<file path="src/rtl/sync_fifo_pkg.sv">
// Shared helpers for sync_fifo_flags: default geometry, depth derivation and
// threshold legality functions used at elaboration.
package sync_fifo_pkg;

  localparam int DATA_SIZE_DEF = 8;
  localparam int ADDR_SIZE_DEF = 4;
  localparam int AF_THRESH_DEF = 12;
  localparam int AE_THRESH_DEF = 2;

  // Pointers carry one extra wrap bit; count spans 0..DEPTH inclusive.
  typedef logic [ADDR_SIZE_DEF:0] def_ptr_t;
  typedef logic [ADDR_SIZE_DEF:0] def_cnt_t;

  function automatic int fifo_depth(input int addr_size);
    return 1 << addr_size;
  endfunction

  function automatic bit af_legal(input int af, input int addr_size);
    return (af >= 1) && (af <= fifo_depth(addr_size));
  endfunction

  function automatic bit ae_legal(input int ae, input int addr_size);
    return (ae >= 0) && (ae < fifo_depth(addr_size));
  endfunction

endpackage

</file>
<file path="src/rtl/fifo_mem.sv">
// Dual-port storage array: synchronous write gated by wfull, asynchronous read.
module fifo_mem #(
  parameter int DATA_SIZE = 8,
  parameter int ADDR_SIZE = 4
) (
  input  logic                 wclk,
  input  logic                 wclken,
  input  logic [ADDR_SIZE-1:0] waddr,
  input  logic [DATA_SIZE-1:0] wdata,
  input  logic                 wfull,
  input  logic [ADDR_SIZE-1:0] raddr,
  output logic [DATA_SIZE-1:0] rdata
);

  localparam int DEPTH = 1 << ADDR_SIZE;

  logic [DATA_SIZE-1:0] mem [0:DEPTH-1];

  assign rdata = mem[raddr];

  always_ff @(posedge wclk) begin
    if (wclken && !wfull) mem[waddr] <= wdata;
  end

endmodule

</file>
<file path="src/rtl/sync_fifo_flags.sv">
// Single-clock FIFO with occupancy count, almost-full/empty thresholds and
// sticky error flags. Define SYNC_FIFO_FWFT_EN for first-word-fall-through reads.
module sync_fifo_flags
  import sync_fifo_pkg::*;
#(
  parameter int DATA_SIZE = DATA_SIZE_DEF,
  parameter int ADDR_SIZE = ADDR_SIZE_DEF,
  parameter int AF_THRESH = AF_THRESH_DEF,
  parameter int AE_THRESH = AE_THRESH_DEF
) (
  input  logic                 clk,
  input  logic                 rst,
  input  logic                 w_en,
  input  logic [DATA_SIZE-1:0] w_data,
  output logic                 w_full,
  output logic                 w_almost_full,
  input  logic                 r_en,
  output logic [DATA_SIZE-1:0] r_data,
  output logic                 r_empty,
  output logic                 r_almost_empty,
  output logic [ADDR_SIZE:0]   count,
  output logic                 overflow,
  output logic                 underflow
);

  localparam int DEPTH = fifo_depth(ADDR_SIZE);

  typedef logic [ADDR_SIZE:0] ptr_t;
  typedef logic [ADDR_SIZE:0] cnt_t;

  localparam cnt_t DEPTH_C = cnt_t'(DEPTH);
  localparam cnt_t AF_C    = cnt_t'(AF_THRESH);
  localparam cnt_t AE_C    = cnt_t'(AE_THRESH);

  if (!af_legal(AF_THRESH, ADDR_SIZE)) begin : g_af_illegal
    $error("sync_fifo_flags: AF_THRESH must lie in 1..DEPTH");
  end
  if (!ae_legal(AE_THRESH, ADDR_SIZE)) begin : g_ae_illegal
    $error("sync_fifo_flags: AE_THRESH must lie in 0..DEPTH-1");
  end

  ptr_t w_ptr_q, w_ptr_d;
  ptr_t r_ptr_q, r_ptr_d;
  cnt_t count_q, count_d;
  logic overflow_q, overflow_d;
  logic underflow_q, underflow_d;

  logic                 wr_ok, rd_ok;
  logic [DATA_SIZE-1:0] mem_rdata;

  // Flags decode the registered count only, so they never glitch.
  assign w_full         = (count_q == DEPTH_C);
  assign w_almost_full  = (count_q >= AF_C);
  assign r_empty        = (count_q == '0);
  assign r_almost_empty = (count_q <= AE_C);
  assign count          = count_q;
  assign overflow       = overflow_q;
  assign underflow      = underflow_q;

  assign wr_ok = w_en && !w_full;
  assign rd_ok = r_en && !r_empty;

  always_comb begin
    w_ptr_d     = w_ptr_q;
    r_ptr_d     = r_ptr_q;
    count_d     = count_q;
    overflow_d  = overflow_q  | (w_en && w_full);
    underflow_d = underflow_q | (r_en && r_empty);
    if (wr_ok) w_ptr_d = w_ptr_q + 1'b1;
    if (rd_ok) r_ptr_d = r_ptr_q + 1'b1;
    unique case ({wr_ok, rd_ok})
      2'b10:   count_d = count_q + 1'b1;
      2'b01:   count_d = count_q - 1'b1;
      default: count_d = count_q;
    endcase
  end

  always_ff @(posedge clk) begin
    if (!rst) begin
      w_ptr_q     <= '0;
      r_ptr_q     <= '0;
      count_q     <= '0;
      overflow_q  <= 1'b0;
      underflow_q <= 1'b0;
    end else begin
      w_ptr_q     <= w_ptr_d;
      r_ptr_q     <= r_ptr_d;
      count_q     <= count_d;
      overflow_q  <= overflow_d;
      underflow_q <= underflow_d;
    end
  end

  // A write presented during reset must not land in the array.
  fifo_mem #(
    .DATA_SIZE (DATA_SIZE),
    .ADDR_SIZE (ADDR_SIZE)
  ) u_mem (
    .wclk   (clk),
    .wclken (w_en && rst),
    .waddr  (w_ptr_q[ADDR_SIZE-1:0]),
    .wdata  (w_data),
    .wfull  (w_full),
    .raddr  (r_ptr_q[ADDR_SIZE-1:0]),
    .rdata  (mem_rdata)
  );

`ifdef SYNC_FIFO_FWFT_EN
  assign r_data = mem_rdata;
`else
  logic [DATA_SIZE-1:0] r_data_q, r_data_d;

  always_comb begin
    r_data_d = r_data_q;
    if (rd_ok) r_data_d = mem_rdata;
  end

  always_ff @(posedge clk) begin
    if (!rst) r_data_q <= '0;
    else      r_data_q <= r_data_d;
  end

  assign r_data = r_data_q;
`endif

endmodule

</file>
<file path="config.mk">
export PLATFORM = sky130hd
export DESIGN_NAME = sync_fifo_flags
export DESIGN_NICKNAME = d
export VERILOG_FILES = /design/src/rtl/sync_fifo_pkg.sv /design/src/rtl/fifo_mem.sv /design/src/rtl/sync_fifo_flags.sv
export SDC_FILE = /design/constraint.sdc
export NUM_CORES = 1
export LEC_CHECK = 0
export BUFFER_PORTS_ARGS = -buffer_cell sky130_fd_sc_hd__buf_2
export CORE_MARGIN = 5
export CORE_UTILIZATION = 60
export DETAILED_ROUTE_END_ITERATION = 8
export PLACE_DENSITY = 0.84
export SETUP_SLACK_MARGIN = 0.3
export SYNTH_ARGS = -nofsm -noshare
export SYNTH_HDL_FRONTEND = slang
export SYNTH_SLANG_ARGS = --single-unit
</file>
<file path="constraint.sdc">
create_clock -name clk -period 3.6 [get_ports clk]
set_input_delay 0.72 -clock clk [delete_from_list [all_inputs] [get_ports clk]]
set_output_delay 0.72 -clock clk [all_outputs]
set_load 0.03 [all_outputs]
</file>
Word-level counts from Yosys, hierarchy flattened
Memories as Yosys holds them, arrays and structs flattened. A register that Yosys moved wholly into a read port is not among the register bits.
Index checks and enable logic that the tools add are counted.
{"block": "word_totals", "ff_bits": 17, "mem_bits_rw": 128, "inputBits": 12, "wordCells": 31, "n_memories": 1}
{"block": "classes", "add_sub_neg": 4, "n_lt_le_gt_ge": 2, "eq_ne": 3, "mux": 3, "bitwise_logic": 2, "n_reduce_logical": 11}
{"name": "u_mem.mem", "words": 16, "word_bits": 8, "rd": 1, "rd_ports_with_merged_regs": 1, "write_ports": 1, "line": "fifo_mem.sv:17", "source": "logic [DATA_SIZE-1:0] mem [0:DEPTH-1];"}
{"operator": "5-bit by 1-bit adder with 5-bit output, second input constant", "n": 3}
{"operator": "5-bit one-hot mux with 2 select lines", "n": 1}
{"operator": "1-bit logical AND", "n": 6}
{"operator": "5-bit equality test, second input constant", "n": 1}
{"operator": "5-bit by 4-bit greater-or-equal comparator with 1-bit output, second input constant", "n": 1}
{"operator": "5-bit by 2-bit <= comparator with 1-bit output, second input constant", "n": 1}
{"operator": "5-bit zero test", "n": 1}
{"operator": "5-bit by 1-bit subtractor with 5-bit output, second input constant", "n": 1}
{"operator": "1-bit zero test", "n": 3}
{"operator": "2-bit by 1-bit equality test with 1-bit output, second input constant", "n": 1}
{"operator": "2-bit equality test, second input constant", "n": 1}
{"operator": "1-bit 2-to-1 mux", "n": 2}
{"operator": "1-bit OR", "n": 2}
{"operator": "2-bit nonzero test", "n": 1}

Depth between registers and ports, before layout
{"block": "depth", "depth_word": 5, "depth_mapped": 12, "ltp_nobuf": 11}

Cells and area by module
Synthesis repeated with hierarchy kept, for this count alone.
{"block": "hier_totals", "hier_cells": 339, "area_unflattened_um2": 6115.9}
{"mod": "fifo_mem", "instances": 1, "cells_each": 222, "area_each_um2": 4996.0, "seq_area_each_um2": 3843.7}
{"mod": "sync_fifo_flags", "instances": 1, "cells_each": 117, "area_each_um2": 1119.8, "seq_area_each_um2": 460.4}

Worst setup path after synthesis
Ideal clock, no wire load.
{"block": "synth_path", "path_kind": "reg2out", "from": "register count_q[1], in the netlist count[1]", "to": "output r_almost_empty", "arrival_ns": 2.095, "setup_slack_ns": 0.785, "stages_incl_launch_ff": 2, "path_cell_list": "dfxtp_1 > a2111oi_0"}
{"block": "synth_via", "elab_chain_cells": 1}
{"item": "start: declaration", "line": "sync_fifo_flags.sv:44", "source": "cnt_t count_q, count_d;"}
{"item": "start signal: assignment", "line": "sync_fifo_flags.sv:88", "source": "count_q <= count_d;"}
{"item": "5-bit by 2-bit <= comparator with 1-bit output", "line": "sync_fifo_flags.sv:55", "source": "assign r_almost_empty = (count_q <= AE_C);"}
{"item": "end: declaration", "line": "sync_fifo_flags.sv:20", "source": "output logic r_almost_empty,"}
No other way between the ends.

Worst setup path after layout
{"block": "layout_path", "from": "register count_q[4], in the netlist count[4]", "to": "register count_q[4], in the netlist count[4]"}
{"block": "layout_via", "elab_chain_cells": 5}
{"item": "5-bit equality test or 5-bit zero test (tied branches)", "line": "sync_fifo_flags.sv:52, sync_fifo_flags.sv:54"}
{"item": "1-bit zero test (on tied branches)", "line": "sync_fifo_flags.sv:60, sync_fifo_flags.sv:61"}
{"item": "1-bit logical AND (on tied branches)", "line": "sync_fifo_flags.sv:60, sync_fifo_flags.sv:61"}
{"item": "2-bit by 1-bit equality test with 1-bit output or 2-bit equality test (tied branches)", "line": "sync_fifo_flags.sv:71", "source": "unique case ({wr_ok, rd_ok})"}
{"item": "5-bit one-hot mux with 2 select lines or 2-bit nonzero test (tied branches)"}
Several ways; a longest one is shown, not always the timed one.
A chain may end at the register's enable or synchronous reset.

==> metrics <==
mux contribution to synthesized area 11.5%; final hold violation count 0; routed len/inst 23.8 µm; antenna violations before repair 0; main combinational cell family by area after synthesis multiplexers; Slew @ Worst Pin 885 ps; global route total overflow 0; mean area per synthesized cell 16.4 µm²; setup_tns 0 ps; Fill cells 635; Rows 36; Compound-Gate Fraction of Synth Area 5.79%; RePlAce Congestion 0.776; Arr. time, crit path 3090 ps; Vias/cell 6.28; postcts setup bufs 0; CTS Sinks 151; r2r endpoint count[4]$_SDFFE_PN0P_; r2r setup slk 930 ps; vias in the first global route 3485; hold crit path type in2reg; Tmin final 2670 ps; Slew HR 40.8%; Top Ports 31; placed wire-length estimate 7720 µm; WHS Endpoint underflow$_SDFF_PN0_; status finished clean; XOR/XNOR share of the synthesized area 1.30%; GRT Overall Usage 22.6%; Post-Syn Nets 393; DIE HEIGHT 111 µm; Crit path max-delay family simple AND/OR/NAND/NOR gates; Finish-stage setup viols 0; clock tree buffer depth 2; Netlist cell types 38; simple-gate share of the synthesized area 5.87%; number of flops mapped to enable cells by yosys 128; hold_buf cts 0; fin. max-slew vios 0; Synth Area in Adders 2.18%; Critical Path RT 4020 ps; Yosys reg bits 151; via count 3467; CTS buffer count 17; CP Launch Type flop; residual DRC count 0; global-route wire length before repair 20500 µm; worst ir drop on vdd 0.428 mV; leak pwr 2.30 nW; asr flop ratio synth 0%; clock transition at the registers of the reported paths 60 ps; kind of critical path reg2reg; drt pass-1 iters 5; Initial Utilization 61.9%; final wirelength 13100 µm; Core ar. 9820 µm²; 1st-iter DRT viols 483; Worst path slowest cell dfxtp_1; Die Area 12200 µm²; H-tree depth 4; nets@finish 428; Synth Flop Type edfxtp_1; Syn Inst Count 371; Final ANT Viol Nets 0; fmax 374 MHz; Worst Hold Launch r_en; Port Buffers 30; share of post-route cells with drive strength above 1 21.0%; Final Skew 8.60 ps; RR Startpoint count[4]$_SDFFE_PN0P_; most used routing layer met2; worst-path cell chain nor2_1 -> a21boi_2 -> buf_4 -> ha_1 -> inv_1 -> fa_1 -> nor2b_1 -> o21ai_1 -> nand3_1 -> or3b_1 -> mux2i_1; max_cap viols 0; clk_lat worst skew 530 ps; fin crit share 74.3%; Layout area overhead 14.0%; # resized after CTS 0; RSZ-0062 raised after global routing false; worst hold slack 453 ps; CTS root buf clkbuf_8; largest net degree at the start of global routing 29; crit path capture type flop; met2 usage 36.0%; sequential area share after synthesis 70.8%; worst-path maximum fanout 21; maximum single-stage delay on the critical path 480 ps; CP Buf/Inv Count 2; Ys Warns 0; met3 GRT Util 6.84%; reg2reg path depth 11; cell area after synthesis 6080 µm²; pwr dens 726 nW/µm²; Hold Path Stages 3; Die Wd 111 µm; final core occ 70.6%; met1 Use GR 29.4%; TritonCTS clock tree built; # diodes 0
## synthesized netlist by cell type (3+ instances only)
master / count / area (µm²)
edfxtp_1: 128 / 3840
mux2i_1: 34 / 340
nor2_1: 27 / 101
dfxtp_1: 23 / 460
mux4_2: 16 / 360
o22ai_1: 16 / 100
o21ai_0: 10 / 50.1
and2_1: 9 / 56.3
ha_1: 9 / 113
inv_1: 9 / 33.8
nand2_1: 9 / 33.8
nor2b_1: 9 / 56.3
a22oi_1: 8 / 60.1
a31oi_1: 8 / 50.1
buf_2: 7 / 35.0
a21oi_1: 5 / 25.0
xor2_1: 5 / 43.8
buf_6: 4 / 45.0
clkbuf_1: 4 / 15.0
xnor2_1: 4 / 35.0
nand3_1: 3 / 15.0
nand3b_1: 3 / 22.5
## through the flow
step	instance area, µm²	cells	power, W	setup WS, ps
floorplan	6080	371	0.00297	785
detailed placement	6310	520	0.00325	722
global placement	6310	520	0.00320	826
finish	6930	552	0.00503	926
CTS	6930	552	0.00503	932
global route	6930	552	0.00523	756
## worst max path at each step
| stage | from | end | slack [ps] | depth (start not counted) |
|---|---|---|---|---|
| 4_1_cts | count[4]$_SDFFE_PN0P_ | count[4]$_SDFFE_PN0P_ | 930 | 11 |
| 3_3_place_gp | r_en | count[4]$_SDFFE_PN0P_ | 830 | 11 |
| 2_1_floorplan | count[1]$_SDFFE_PN0P_ | r_almost_empty | 780 | 1 |
| 5_1_grt | count[4]$_SDFFE_PN0P_ | count[4]$_SDFFE_PN0P_ | 760 | 11 |
| 6_report | count[4]$_SDFFE_PN0P_ | count[4]$_SDFFE_PN0P_ | 930 | 11 |
| 3_5_place_dp | r_en | count[4]$_SDFFE_PN0P_ | 720 | 11 |
## registers in the layout, summed over array words and instances (netlist names)
| signal | flops |
|---|---|
| r_data | 8 |
| r_ptr_q | 4 |
| count | 5 |
| w_ptr_q | 4 |
| overflow | 1 |
| u_mem.mem | 128 |
| underflow | 1 |
## cell type report
| type | instances | area, µm² | share of cell area, % |
|---|---|---|---|
| Clock buffer | 23 | 532 | 7.67 |
| Clock inverter | 9 | 83.8 | 1.21 |
| Inverter | 9 | 33.8 | 0.488 |
| Multi-Input combinational cell | 192 | 1620 | 23.4 |
| Sequential cell | 151 | 4310 | 62.1 |
| Tap cell | 133 | 166 | 2.40 |
| Timing Repair Buffer | 35 | 188 | 2.71 |
## where the power goes
group          internal (W)  leakage (nW)  total, W  switching [W]
Clock               0.00110         0.304   0.00178       0.000682
Sequential          0.00201          1.34   0.00213       0.000124
Combinational      0.000413         0.652   0.00112       0.000705
Total               0.00352          2.30   0.00503        0.00151
## layer usage
layer | routed length, µm | vias up
met5 | 0 | -
met2 | 6550 | 216
met3 | 1150 | 26
met4 | 280 | 0
li1 | - | 1499
met1 | 5150 | 1726
## worst register-to-register path, cell delays in order (launching register included)
cell      delay (ps)
dfxtp_1          480
nor2_1           120
a21boi_2         140
buf_4            240
ha_1             270
inv_1            100
fa_1             410
nor2b_1          140
o21ai_1           90
nand3_1           80
or3b_1           370
mux2i_1          130
## logic make-up (layout without fill, tap and decap cells)
| logic type | count (synthesis) | after routing |
|---|---|---|
| muxes | 50 | 50 |
| buffers and inverters | 28 | 76 |
| AOI/OAI and AO/OA | 54 | 54 |
| xor gates and xnor gates | 9 | 9 |
| DFF | 151 | 151 |
| and+or+nand+nor | 69 | 69 |
| adders and majority gates | 10 | 10 |
## cell usage in the layout (no fill, tap or decap), types with 3 or more instances in the layout
cell	n
o22ai_1	16
nor2_1	27
nand2_1	9
a22oi_1	8
nand3_1	3
dfxtp_1	22
nor2b_1	9
ha_1	9
inv_1	9
buf_4	5
xnor2_1	4
edfxtp_1	128
mux4_2	16
o21ai_0	10
mux2i_1	34
a31oi_1	8
a21oi_1	5
buf_2	30
clkinv_2	4
xor2_1	5
nand3b_1	3
and2_1	9
clkinv_4	3
clkbuf_16	20
Power figures use the tool's default switching activity.
